==> src/rtl/ir_beat_loader.sv <==
// Instruction register filled from NBEATS memory beats over a valid/ready handshake,
// with funsel dec/inc/load/clear. Define IR_LOW_FIRST_EN for low-slice-first beat order.
module ir_beat_loader #(
    parameter int  BEAT_W = 8,
    parameter int  NBEATS = 2,
    localparam int WORD_W = BEAT_W * NBEATS,
    localparam int IDX_W  = $clog2(NBEATS)
) (
    input  logic              clk,
    input  logic              rst,
    input  logic              e,
    input  logic [1:0]        funsel,
    input  logic [BEAT_W-1:0] beat_in,
    input  logic              beat_valid,
    output logic              beat_ready,
    output logic [WORD_W-1:0] ir_out,
    output logic              ir_valid,
    output logic              busy,
    output logic [IDX_W-1:0]  beat_idx
);

    typedef enum logic [1:0] {
        IDLE = 2'd0,
        FILL = 2'd1,
        DONE = 2'd2
    } state_t;

    typedef enum logic [1:0] {
        OP_DEC  = 2'b00,
        OP_INC  = 2'b01,
        OP_LOAD = 2'b10,
        OP_CLR  = 2'b11
    } op_t;

    state_t state;
    op_t    op;
    logic   xfer;
    logic   last_beat;

    assign op         = op_t'(funsel);
    assign beat_ready = (state == FILL);
    assign busy       = (state == FILL);
    assign xfer       = beat_valid && beat_ready;
    assign last_beat  = (beat_idx == IDX_W'(NBEATS - 1));

    // NOTE: all state uses non-blocking assignments so every register samples
    // pre-edge values and the block order cannot change behaviour.
    always_ff @(posedge clk) begin
        if (rst) begin
            state    <= IDLE;
            ir_out   <= '0;
            ir_valid <= 1'b0;
            beat_idx <= '0;
        end else begin
            case (state)
                IDLE, DONE: begin
                    if (e) begin
                        case (op)
                            OP_LOAD: begin
                                state    <= FILL;
                                beat_idx <= '0;
                                ir_valid <= 1'b0;
                            end
                            OP_CLR: begin
                                state    <= IDLE;
                                ir_out   <= '0;
                                ir_valid <= 1'b0;
                            end
                            OP_INC:  ir_out <= ir_out + WORD_W'(1);
                            default: ir_out <= ir_out - WORD_W'(1);
                        endcase
                    end
                end

                FILL: begin
                    // Clear aborts the fill and wins over a beat offered in the same cycle.
                    if (e && op == OP_CLR) begin
                        state    <= IDLE;
                        ir_out   <= '0;
                        ir_valid <= 1'b0;
                        beat_idx <= '0;
                    end else if (xfer) begin
                        for (int k = 0; k < NBEATS; k++) begin
`ifdef IR_LOW_FIRST_EN
                            if (beat_idx == IDX_W'(k))
`else
                            if (beat_idx == IDX_W'(NBEATS - 1 - k))
`endif
                                ir_out[k*BEAT_W +: BEAT_W] <= beat_in;
                        end
                        if (last_beat) begin
                            state    <= DONE;
                            ir_valid <= 1'b1;
                            beat_idx <= '0;
                        end else begin
                            beat_idx <= beat_idx + IDX_W'(1);
                        end
                    end
                end

                default: state <= IDLE;
            endcase
        end
    end

endmodule

==> config.mk <==
export PLATFORM = sky130hd
export DESIGN_NAME = ir_beat_loader
export DESIGN_NICKNAME = d
export VERILOG_FILES = /design/src/rtl/ir_beat_loader.sv
export SDC_FILE = /design/constraint.sdc
export NUM_CORES = 1
export LEC_CHECK = 0
export CORE_MARGIN = 3
export CORE_UTILIZATION = 30
export CTS_BUF_LIST = sky130_fd_sc_hd__clkbuf_4 sky130_fd_sc_hd__clkbuf_8 sky130_fd_sc_hd__clkbuf_16
export DETAILED_ROUTE_END_ITERATION = 12
export PLACE_DENSITY = 0.56
export SYNTH_ARGS = -nofsm -noshare
export SYNTH_HDL_FRONTEND = slang
export SYNTH_SLANG_ARGS = --single-unit
==> constraint.sdc <==
create_clock -name clk -period 4.9 [get_ports clk]
set_input_delay 0.98 -clock clk [delete_from_list [all_inputs] [get_ports clk]]
set_output_delay 0.98 -clock clk [all_outputs]
set_load 0.1 [all_outputs]
==> results of run 1 <==
-- worst paths after layout --
check | start | endpoint | cells past startpoint
hold / removal | ir_out[4] | ir_out[4] | 2
setup reg to reg | ir_out[4] | ir_out[15] | 7
setup / recovery | funsel[1] | ir_out[15] | 9
hold reg to reg | ir_out[4] | ir_out[4] | 2
-- worst max-delay path: stages --
cell and delay (ns):
sky130_fd_sc_hd__clkdlybuf4s50_1 0.65, sky130_fd_sc_hd__nand2b_1 0.58, sky130_fd_sc_hd__ha_1 0.42, sky130_fd_sc_hd__and2_1 0.22
sky130_fd_sc_hd__a221oi_2 0.31, sky130_fd_sc_hd__a21oi_1 0.18, sky130_fd_sc_hd__o41ai_1 0.43, sky130_fd_sc_hd__mux2i_1 0.25
sky130_fd_sc_hd__o22ai_1 0.09
-- area by class of cell --
type / instances / area, um2 / share of cell area (%)
inverter: 6 / 22.5 / 1.02
clock buffer: 4 / 55.1 / 2.50
multi-input combinational: 184 / 1280 / 58.1
timing repair buffer: 36 / 353 / 16.1
sequential: 20 / 400 / 18.2
tap: 72 / 90.1 / 4.10
-- through the flow --
stage	instance area [um2]	power (uW)	worst slack, ns	utilization [%]
2_1_floorplan	1750	595	1.52	-
3_3_place_gp	2140	706	0.790	38.5
3_5_place_dp	2140	704	0.720	38.5
4_1_cts	2200	841	0.984	39.4
5_1_grt	2200	893	0.727	39.4
6_report	2200	838	0.949	39.4
-- sequential cells by signal, indices dropped and copies added, names as in the netlist --
name	flops
state	2
ir_out	16
ir_valid	1
beat_idx	1
-- kinds of logic after synthesis --
kind of cell,count (synthesis)
DFF,20
and+or+nand+nor,78
xor gates and xnor gates,6
muxes,2
buffers and inverters,13
adders and majority gates,18
AOI/OAI and AO/OA,80
-- where the power goes --
part / switching [uW] / total, uW / internal [uW]
clock: 61.8 / 133 / 71.7
combinational: 330 / 498 / 169
sequential: 22.6 / 206 / 184
-- layer usage --
layer | wire length (um) | part of all wire, %
met3 | 266 | 5.2
met4 | 36 | 0.71
met2 | 2270 | 45
met5 | 0 | 0
met1 | 2510 | 49
-- cells in the final DEF (no fill, tap or decap), drive strengths merged, types with 7 or more instances in the layout --
master | synthesis | layout
a21oi | 17 | 17
a22oi | 9 | 9
a21o | 7 | 7
ha | 17 | 17
nand2 | 16 | 16
dfxtp | 20 | 20
nor2 | 28 | 28
a211oi | 7 | 7
clkdlybuf4s50 | 0 | 33
o21ai | 10 | 10
==> PnR_summary.wiki, run 1 <==
{| class="wikitable"
! Metric !! Value
|-
| Yosys reg bits || 20
|-
| Clock Skews || 0.00393 ns
|-
| Dominant combinational cell family by area after synthesis || compound AO/OA/AOI/OAI gates
|-
| Largest driver fanout on the critical path || 14
|-
| Most used routing layer in global routing || met2
|-
| Relative slew margins || 34.9%
|-
| Initial detailed-routing violation count || 76
|-
| Fraction of layout instances using a drive strength above 1 || between 6 and 7%
|-
| Simple logic cell fraction of the synthesized area || 22.0%
|-
| Max-cap violations || 0
|-
| Ys Warns || 0
|-
| Leakage dissipation || between 0.0008 and 0.0009 uW
|-
| Initial core utilization || 31.4%
|-
| Length of the first detailed-routing pass in iterations || 4
|-
| Vias in the first global route || 1637
|-
| Num ports || 34
|-
| Part of the cycle the worst path needs || 80.6%
|-
| Count of input and output buffers || 33
|-
| Proportion of synthesized flip-flops having asynchronous set or reset || 0%
|-
| DRC violations left || 0
|-
| Most numerous cell in the Yosys netlist || sky130_fd_sc_hd__nor2_1
|-
| Longest Clk Path Bufs || 2
|-
| Type of destination of the critical path || flip-flop
|-
| Floorplan core area || 5570 um2
|-
| Achievable Freq || between 200 and 300 MHz
|-
| Status || finished, final reports clean
|-
| Adder and majority gate portion of the synthesized area || 13.3%
|-
| Arrival time worst endpoint || 4.10 ns
|-
| Count of final setup violators || 0
|-
| Worst Max-Slew Pin Slew || slightly below 1 ns
|-
| Routed length per instance || 15.8 um
|-
| Clock transition at path regs || 0.08 ns
|-
| Post-cts resize count || 0
|-
| Largest net degree at the start of global routing || 24
|-
| Worst EP required || 5.05 ns
|-
| Post-CTS setup buffers || 0
|-
| Cells after Synth || 217
|-
| Final wirelength || about 5100 um
|-
| Post-route non-filler standard cell count || 322
|-
| Global routing usage on met1 || a little over a fifth
|-
| Synthesized-area fraction occupied by ao, oa, aoi and oai cells || 33.5%
|-
| Final critical-path required period || 3.95 ns
|-
| RSZ-0062 raised after global routing || no
|-
| Total instance count after detailed placement || 318
|-
| Die boundary width || 82.4 um
|-
| Die Footprint || 6780 um2
|-
| Max Transition Viols Final || 0
|-
| Number of inserted filler cells in the final layout || 592
|-
| GR met2 Demand/Resource || approximately 25%
|-
| CTS sink cnt || 20
|-
| Placed wire-length estimate after detailed placement || 3860 um
|-
| Total Neg Setup Slack || 0 ns
|-
| Global placer's final weighted congestion || 0.897
|-
| Power density over cell area || 381 nW/um2
|-
| Die span in y || 82.4 um
|-
| Global Route Usage Sum || 15.5%
|-
| CTS tree || built
|-
| Net count reported at finish || 283
|-
| Crit path launch type || primary input
|-
| Number of different library cells in the post-synthesis netlist || 61
|-
| Register-to-register path setup slack || 2.60 ns
|-
| Post-route antenna net violation count || 0
|-
| EDFF count, synth || 0
|-
| Primary FF master, synth || sky130_fd_sc_hd__dfxtp_1
|-
| Mapped Area || about 1700 um2
|-
| Hold Slack || 0.533 ns
|-
| Global Route met3 Usage || under 10%
|-
| Most area-consuming cells after synthesis || sky130_fd_sc_hd__dfxtp_1 23%, sky130_fd_sc_hd__ha_1 12%, sky130_fd_sc_hd__nor2_1 5.8%
|-
| Antenna diode count || 0
|-
| Detailed-route via count || 1750
|-
| Source-to-sink clock delay at the later pin of the worst-skew pair || 0.27 ns
|-
| Share of synthesized area occupied by flip-flops and latches || around 23%
|-
| Multiplexer fraction of the synthesized cell area || 1.14%
|-
| Final hold violation count || 0
|-
| Number of hold buffers added after CTS || 0
|-
| List of most frequent post-synthesis cells || 27 x sky130_fd_sc_hd__nor2_1, 20 x sky130_fd_sc_hd__dfxtp_1, 17 x sky130_fd_sc_hd__a21oi_1, 17 x sky130_fd_sc_hd__ha_1, 16 x sky130_fd_sc_hd__nand2_1
|-
| Number of antenna violations at the first check in global routing || 0
|-
| Number of H-tree levels || 1
|-
| First-pass GRT wire length || about 8100 um
|-
| Layout overhead on the synthesized area || 25.7%
|-
| Nets in the synthesized netlist || 249
|-
| Clock root buffer || sky130_fd_sc_hd__clkbuf_8
|-
| Critical setup path kind || in -> reg
|-
| Total overflow reported by the global router || 0
|-
| Floorplan row count || 27
|-
| Vias/cell || 5.43
|-
| Post-synth top area cell || sky130_fd_sc_hd__dfxtp_1
|-
| Tightest Hold Check Type || reg -> reg
|-
| Yosys top cell area share || between 20% and 30%
|-
| Xor-xnor portion of the synthesized cell area || under 10%
|-
| Worst vdd ir || around 130 uV
|-
| Number of buffers created by CTS || 3
|-
| Syn avg cell area || 8.06 um2
|}
Note: power is estimated with default switching activity, not from simulation.
==> run 2: changes to the inputs <==
--- a/config.mk
+++ b/config.mk
@@ -9,7 +9,7 @@
 export CORE_UTILIZATION = 30
 export CTS_BUF_LIST = sky130_fd_sc_hd__clkbuf_4 sky130_fd_sc_hd__clkbuf_8 sky130_fd_sc_hd__clkbuf_16
 export DETAILED_ROUTE_END_ITERATION = 12
-export PLACE_DENSITY = 0.56
+export PLACE_DENSITY = 0.58
 export SYNTH_ARGS = -nofsm -noshare
 export SYNTH_HDL_FRONTEND = slang
 export SYNTH_SLANG_ARGS = --single-unit
==> constraint.sdc (replaced) <==
create_clock -name clk -period 3.2 [get_ports clk]
set_input_delay 0.64 -clock clk [delete_from_list [all_inputs] [get_ports clk]]
set_output_delay 0.64 -clock clk [all_outputs]
set_load 0.1 [all_outputs]
==> PnR_summary.wiki, run 2 (synthesis gave the netlist of run 1 again) <==
{| class="wikitable"
! Metric !! Value
|-
| Global placer's final weighted congestion || 0.903 (+0.76%)
|-
| Worst Max-Slew Pin Slew || 0.453 ns (-0.521 ns)
|-
| Count of final setup violators || 0 (unchanged)
|-
| RSZ-0062 raised after global routing || no
|-
| Post-route antenna net violation count || 0 (unchanged)
|-
| Achievable Freq || 336 MHz
|-
| Comb pwr share || 58.6% (-0.9 points)
|-
| Type of destination of the critical path || flip-flop
|-
| Max Transition Viols Final || 0 (unchanged)
|-
| Max reg flops || 16 (unchanged)
|-
| Max stage delay cell, worst path || sky130_fd_sc_hd__clkdlybuf4s50_1
|-
| Placed instance area || 2300 um2 (+7.1%)
|-
| Total power draw || 1420 uW (+69%)
|-
| Leakage dissipation || 0.00107 uW (+19%)
|-
| Clock transition at path regs || 0.09 ns (about the same)
|-
| Register-to-register path setup slack || 0.96 ns (-1.64 ns)
|-
| Global Route Usage Sum || 16.8% (+1.3 points)
|-
| Beginning of the worst register-to-register path || ir_out[0]
|-
| Detailed-route via count || 1843 (+5.3%)
|-
| Arrival time worst endpoint || 3.15 ns (-0.95 ns)
|-
| Post-CTS setup buffers || 0 (unchanged)
|-
| First-pass GRT wire length || 8770 um (+8.9%)
|-
| Fraction of layout instances using a drive strength above 1 || 23.5% (+17 points)
|-
| Top flop regs || ir_out: 16 flops, state: 2 flops
|-
| Total overflow reported by the global router || 0 (unchanged)
|-
| Net switching fraction of the power || 46.4% (-3.0 points)
|-
| Largest net degree at the start of global routing || 23 (-4.2%)
|-
| Category of cells accounting for the largest share of critical-path delay || compound AO/OA/AOI/OAI gates
|-
| Tightest Hold Check Type || reg -> reg
|-
| Commonest non-fill, non-tap cell in the layout || sky130_fd_sc_hd__buf_4
|-
| Die boundary width || 82.4 um (unchanged)
|-
| Longest Clk Path Bufs || 2 (unchanged)
|-
| Placed wire-length estimate after detailed placement || 4130 um (+6.9%)
|-
| Min-delay src || ir_out[2]
|-
| Hold Slack || 0.531 ns (-0.00175 ns)
|-
| Number of antenna violations at the first check in global routing || 0 (unchanged)
|-
| Antenna diode count || 0 (unchanged)
|-
| Die Footprint || 6780 um2 (unchanged)
|-
| Count of input and output buffers || 33 (unchanged)
|-
| Floorplan core area || 5570 um2 (unchanged)
|-
| Number of H-tree levels || 1 (unchanged)
|-
| Length of the first detailed-routing pass in iterations || 4 (unchanged)
|-
| Initial detailed-routing violation count || 91 (+20%)
|-
| Net count reported at finish || 310 (+9.5%)
|-
| Routed length per instance || 15.1 um (-4.1%)
|-
| Part of the cycle the worst path needs || between 90 and 100%
|-
| CTS sink cnt || 20 (unchanged)
|-
| Largest driver fanout on the critical path || 13 (-1)
|-
| Final critical-path required period || 2.98 ns
|-
| Critical path startpoint || funsel[1]
|-
| CTS tree || built
|-
| Final hold violation count || 0 (unchanged)
|-
| Crit path launch type || primary input
|-
| Highest cell delay on the worst timing path || 0.43 ns (-0.22 ns)
|-
| Relative slew margins || 69.5% (+35 points)
|-
| Number of buffers created by CTS || 3 (unchanged)
|-
| Commonest non-fill, non-tap cells in the layout || 50 x sky130_fd_sc_hd__buf_4, 27 x sky130_fd_sc_hd__nor2_1, 20 x sky130_fd_sc_hd__dfxtp_1
|-
| Power density over cell area || 598 nW/um2 (+57%)
|-
| Final wirelength || 5280 um (+3.9%)
|-
| Critical setup path kind || in -> reg
|-
| Ordered cell list for the critical path || clkdlybuf4s50_1, nand2b_1, buf_4, fa_1, and3_1, o211ai_2, a211o_1, a31oi_1, or3_1, a31o_2
|-
| Number of buffers and inverters on the critical path || 2 (+1)
|-
| Clock Skews || 0.00663 ns (+0.00269 ns)
|-
| Floorplan row count || 27 (unchanged)
|-
| Max-cap violations || 0 (unchanged)
|-
| Vias/cell || 5.28 (-2.8%)
|-
| Worst EP required || 3.37 ns (-1.68 ns)
|-
| Switching power summed over all nets || 659 uW (+59%)
|-
| Vias in the first global route || 1890 (+15%)
|-
| Source-to-sink clock delay at the later pin of the worst-skew pair || 0.27 ns (about the same)
|-
| Num ports || 34 (unchanged)
|-
| Total instance count after detailed placement || 345 (+8.5%)
|-
| Die span in y || 82.4 um (unchanged)
|-
| Part of the power in registers || 22.4% (-2.2 points)
|-
| Worst vdd ir || 211 uV (+58%)
|-
| Clock root buffer || sky130_fd_sc_hd__clkbuf_8
|-
| Final instance area || 2370 um2 (+8.0%)
|-
| Layout overhead on the synthesized area || 35.8%
|-
| Cell-internal power || 761 uW (+80%)
|-
| Post-route non-filler standard cell count || 349 (+8.4%)
|-
| Top register by number of flip-flops || ir_out
|-
| Status || finished, final reports clean
|-
| Clk network pwr share || 19.0% (+3.1 points)
|-
| DRC violations left || 0 (unchanged)
|-
| Initial core utilization || 31.4% (unchanged)
|-
| Final core utilization || 42.6% (+3.2 points)
|}
run 2: area by class of cell:
type                            count  area, um2
Timing Repair Buffer               63        505
Multi-Input combinational cell    184       1280
Inverter                            6       22.5
Tap cell                           72       90.1
Clock buffer                        3       41.3
Clock inverter                      1       30.0
Fill cell                         577       3200
Sequential cell                    20        400
run 2: final timing paths:
check                    end  cells after the start
setup / recovery  ir_out[14]                     10
hold / removal     ir_out[2]                      2
setup reg to reg  ir_out[14]                      7
hold reg to reg    ir_out[2]                      2
run 2: per-layer routing:
metal	part of all wire, %	global-route usage [%]
met1	50	22.8
met4	1.2	4.98
met3	5.1	1.52
met5	0	0
met2	44	28.1
run 2: through the flow:
stage               setup WS, ns  setup TNS (ns)
floorplan                  0.157               0
global placement          -0.107          -0.132
detailed placement        -0.128          -0.194
CTS                        0.140               0
global route              0.0108               0
finish                     0.224               0
run 2: timing repair:
| item | CTS | global route |
|---|---|---|
| hold buffers | 0 | 0 |
| setup endpoints to repair | 0 | 1 |
| gates resized for setup | 0 | 2 |
run 2: power by group through the flow:
stage / registers [uW] / logic [uW] / clock network, uW
after floorplan: 537 / 374 / 0
after global placement: 324 / 818 / 0
after detailed placement: 324 / 823 / 0
after CTS: 318 / 826 / 275
after global routing: 323 / 906 / 282
final: 318 / 832 / 270
run 2: worst register-to-register path, cell delays in order, from the launching register on:
cell and delay [ns]:
sky130_fd_sc_hd__dfxtp_1 0.38, sky130_fd_sc_hd__fa_1 0.45, sky130_fd_sc_hd__and3_1 0.22, sky130_fd_sc_hd__o211ai_2 0.21, sky130_fd_sc_hd__a211o_1 0.21, sky130_fd_sc_hd__a31oi_1 0.12
sky130_fd_sc_hd__or3_1 0.33, sky130_fd_sc_hd__a31o_2 0.23
==> run 3: changes to the inputs <==
--- a/config.mk
+++ b/config.mk
@@ -5,9 +5,11 @@
 export SDC_FILE = /design/constraint.sdc
 export NUM_CORES = 1
 export LEC_CHECK = 0
-export CORE_MARGIN = 3
+export ABC_CLOCK_PERIOD_IN_PS = 3200
+export CORE_MARGIN = 1
 export CORE_UTILIZATION = 30
 export CTS_BUF_LIST = sky130_fd_sc_hd__clkbuf_4 sky130_fd_sc_hd__clkbuf_8 sky130_fd_sc_hd__clkbuf_16
+export CTS_CLUSTER_DIAMETER = 50
 export DETAILED_ROUTE_END_ITERATION = 12
 export PLACE_DENSITY = 0.58
 export SYNTH_ARGS = -nofsm -noshare
==> PnR_summary.wiki, run 3 (synthesis gave the netlist of run 1 again) <==
{| class="wikitable"
! Metric !! Value
|-
| Status || finished, final reports clean
|-
| Global Route Usage Sum || 19.0% (+2.2 points)
|-
| Placement Setup Slack || -0.185 ns (-0.0575 ns)
|-
| Max reg flops || 16 (unchanged)
|-
| Number of cells on the worst hold path || 2 (unchanged)
|-
| Placed instance area || 2280 um2 (-0.65%)
|-
| Floorplan core area || 5570 um2 (unchanged)
|-
| Final critical-path required period || 3.01 ns (+0.0367 ns)
|-
| Crit path launch type || primary input
|-
| Fraction of layout instances using a drive strength above 1 || 22.9% (-0.56 points)
|-
| Global placer's final weighted congestion || 0.992 (+9.8%)
|-
| Vias in the first global route || 1889 (-0.053%)
|-
| Routed length per instance || 15.4 um (+1.9%)
|-
| Antenna diode count || 0 (unchanged)
|-
| Number of buffers created by CTS || 3 (unchanged)
|-
| Count of input and output buffers || 33 (unchanged)
|-
| Tightest Hold Check Type || reg -> reg
|-
| Total instance count after detailed placement || 343 (-0.58%)
|-
| First-pass GRT wire length || 9250 um (+5.4%)
|-
| Clock root buffer || sky130_fd_sc_hd__clkbuf_8
|-
| Floorplan row count || 27 (unchanged)
|-
| Source-to-sink clock delay at the later pin of the worst-skew pair || 0.26 ns (about the same)
|-
| CTS tree || built
|-
| Largest driver fanout on the critical path || 6 (-7)
|-
| Post-route antenna net violation count || 0 (unchanged)
|-
| Max-cap violations || 0 (unchanged)
|-
| Net count reported at finish || 308 (-0.65%)
|-
| Initial detailed-routing violation count || 106 (+16%)
|-
| DRC violations left || 0 (unchanged)
|-
| Length of the first detailed-routing pass in iterations || 4 (unchanged)
|-
| Achievable Freq || 332 MHz (-1.2%)
|-
| Arrival time worst endpoint || 3.16 ns (about the same)
|-
| Total power draw || 1350 uW (-5.1%)
|-
| Die boundary width || 78.4 um (-4.9%)
|-
| Die Footprint || 6140 um2 (-9.5%)
|-
| Highest cell delay on the worst timing path || 0.41 ns (-0.02 ns)
|-
| R2r worst-path depth || 8 (+1)
|-
| RSZ-0062 raised after global routing || no
|-
| Final hold violation count || 0 (unchanged)
|-
| CTS sink cnt || 20 (unchanged)
|-
| Clock Skews || 0.00493 ns (-0.00170 ns)
|-
| Leakage dissipation || 0.00105 uW (-1.6%)
|-
| Num ports || 34 (unchanged)
|-
| Critical setup path kind || in -> reg
|-
| Total overflow reported by the global router || 0 (unchanged)
|-
| Relative slew margins || 64.0% (-5.5 points)
|-
| Placed wire-length estimate after detailed placement || 4200 um (+1.6%)
|-
| Worst EP required || 3.35 ns (-0.02 ns)
|-
| Post-cts resize count || 0 (unchanged)
|-
| Category of cells accounting for the largest share of critical-path delay || compound AO/OA/AOI/OAI gates
|-
| Vias/cell || 5.33 (+0.96%)
|-
| Commonest non-fill, non-tap cells in the layout || 48 x sky130_fd_sc_hd__buf_4, 27 x sky130_fd_sc_hd__nor2_1, 20 x sky130_fd_sc_hd__dfxtp_1
|-
| Power density over cell area || 575 nW/um2 (-3.8%)
|-
| Ordered cell list for the critical path || clkdlybuf4s50_1, nand2b_1, buf_4, ha_1, and2_1, a221oi_2, a21oi_1, o41ai_2, mux2i_1, o22ai_1
|-
| Die span in y || 78.4 um (-4.9%)
|-
| Top register by number of flip-flops || ir_out
|-
| Detailed-route via count || 1850 (+0.38%)
|-
| Number of antenna violations at the first check in global routing || 0 (unchanged)
|-
| Part of the cycle the worst path needs || 94.2% (+1.1 points)
|-
| Initial core utilization || 31.4% (unchanged)
|-
| Longest Clk Path Bufs || 2 (unchanged)
|-
| Post-CTS setup buffers || 0 (unchanged)
|-
| Post-route non-filler standard cell count || 347 (-0.57%)
|-
| Count of final setup violators || 0 (unchanged)
|-
| Number of buffers and inverters on the critical path || 2 (unchanged)
|-
| Clock transition at path regs || 0.08 ns (about the same)
|-
| Commonest non-fill, non-tap cell in the layout || sky130_fd_sc_hd__buf_4
|-
| Largest net degree at the start of global routing || 23 (unchanged)
|-
| Number of hold buffers added after CTS || 0 (unchanged)
|-
| Final wirelength || 5350 um (+1.3%)
|-
| Total stage count of the critical path || 10 (unchanged)
|-
| Max Transition Viols Final || 0 (unchanged)
|-
| Layout overhead on the synthesized area || 34.0%
|-
| Top flop regs || ir_out: 16 flops, state: 2 flops
|-
| Post-route setup slack || 0.187 ns (-0.0367 ns)
|-
| Max stage delay cell, worst path || sky130_fd_sc_hd__clkdlybuf4s50_1
|-
| Final instance area || 2340 um2 (-1.3%)
|-
| Number of H-tree levels || 1 (unchanged)
|-
| Worst Max-Slew Pin Slew || 0.536 ns (+0.0822 ns)
|-
| Worst vdd ir || 164 uV (-22%)
|-
| Type of destination of the critical path || flip-flop
|}
run 3: final timing paths:
check | start | end | slack (ns)
worst max-delay path | funsel[1] | ir_out[15] | 0.19
worst min-delay path | ir_out[2] | ir_out[2] | 0.53
worst max register to register | ir_out[0] | ir_out[8] | 0.88
worst min register to register | ir_out[2] | ir_out[2] | 0.53
run 3: layout make-up:
type / instances / area, um2
tap: 72 / 90.1
multi-input combinational: 184 / 1280
sequential: 20 / 400
clock buffer: 4 / 55.1
inverter: 6 / 22.5
timing repair buffer: 61 / 490
fill: 574 / 3230
run 3: worst reg2reg max path: stages, from the launching register on:
cell	delay, ns
sky130_fd_sc_hd__dfxtp_1	0.37
sky130_fd_sc_hd__fa_1	0.47
sky130_fd_sc_hd__and3_1	0.23
sky130_fd_sc_hd__o211ai_2	0.22
sky130_fd_sc_hd__a21oi_1	0.11
sky130_fd_sc_hd__or3_1	0.31
sky130_fd_sc_hd__a311oi_1	0.30
sky130_fd_sc_hd__buf_4	0.17
sky130_fd_sc_hd__nor3_1	0.04
run 3: metrics by stage:
step,util [%],setup TNS (ns),hold slack (ns)
3_5_place_dp,40.9,-0.380,0.519
6_report,42.0,0,0.526
4_1_cts,41.9,0,0.530
3_3_place_gp,40.9,-0.234,0.516
2_1_floorplan,-,0,0.491
5_1_grt,42.0,0,0.560
run 3: per-layer routing:
layer | part of all wire [%] | routed length, um | vias up | track usage (%)
li1 | - | - | 948 | -
met1 | 50 | 2670 | 850 | 25.9
met2 | 46 | 2440 | 48 | 32.3
met3 | 3.8 | 202 | 4 | 1.74
met4 | 0.73 | 39 | 0 | 4.07
met5 | 0 | 0 | - | 0
run 3: where the power goes:
| part | switching [uW] | leakage [uW] | total [uW] | internal [uW] |
|---|---|---|---|---|
| Combinational | 522 | 0.000860 | 828 | 306 |
| Sequential | 36.1 | 0.000165 | 317 | 281 |
| Clock | 92.8 | 0.0000288 | 203 | 110 |
| Total | 651 | 0.00105 | 1350 | 697 |
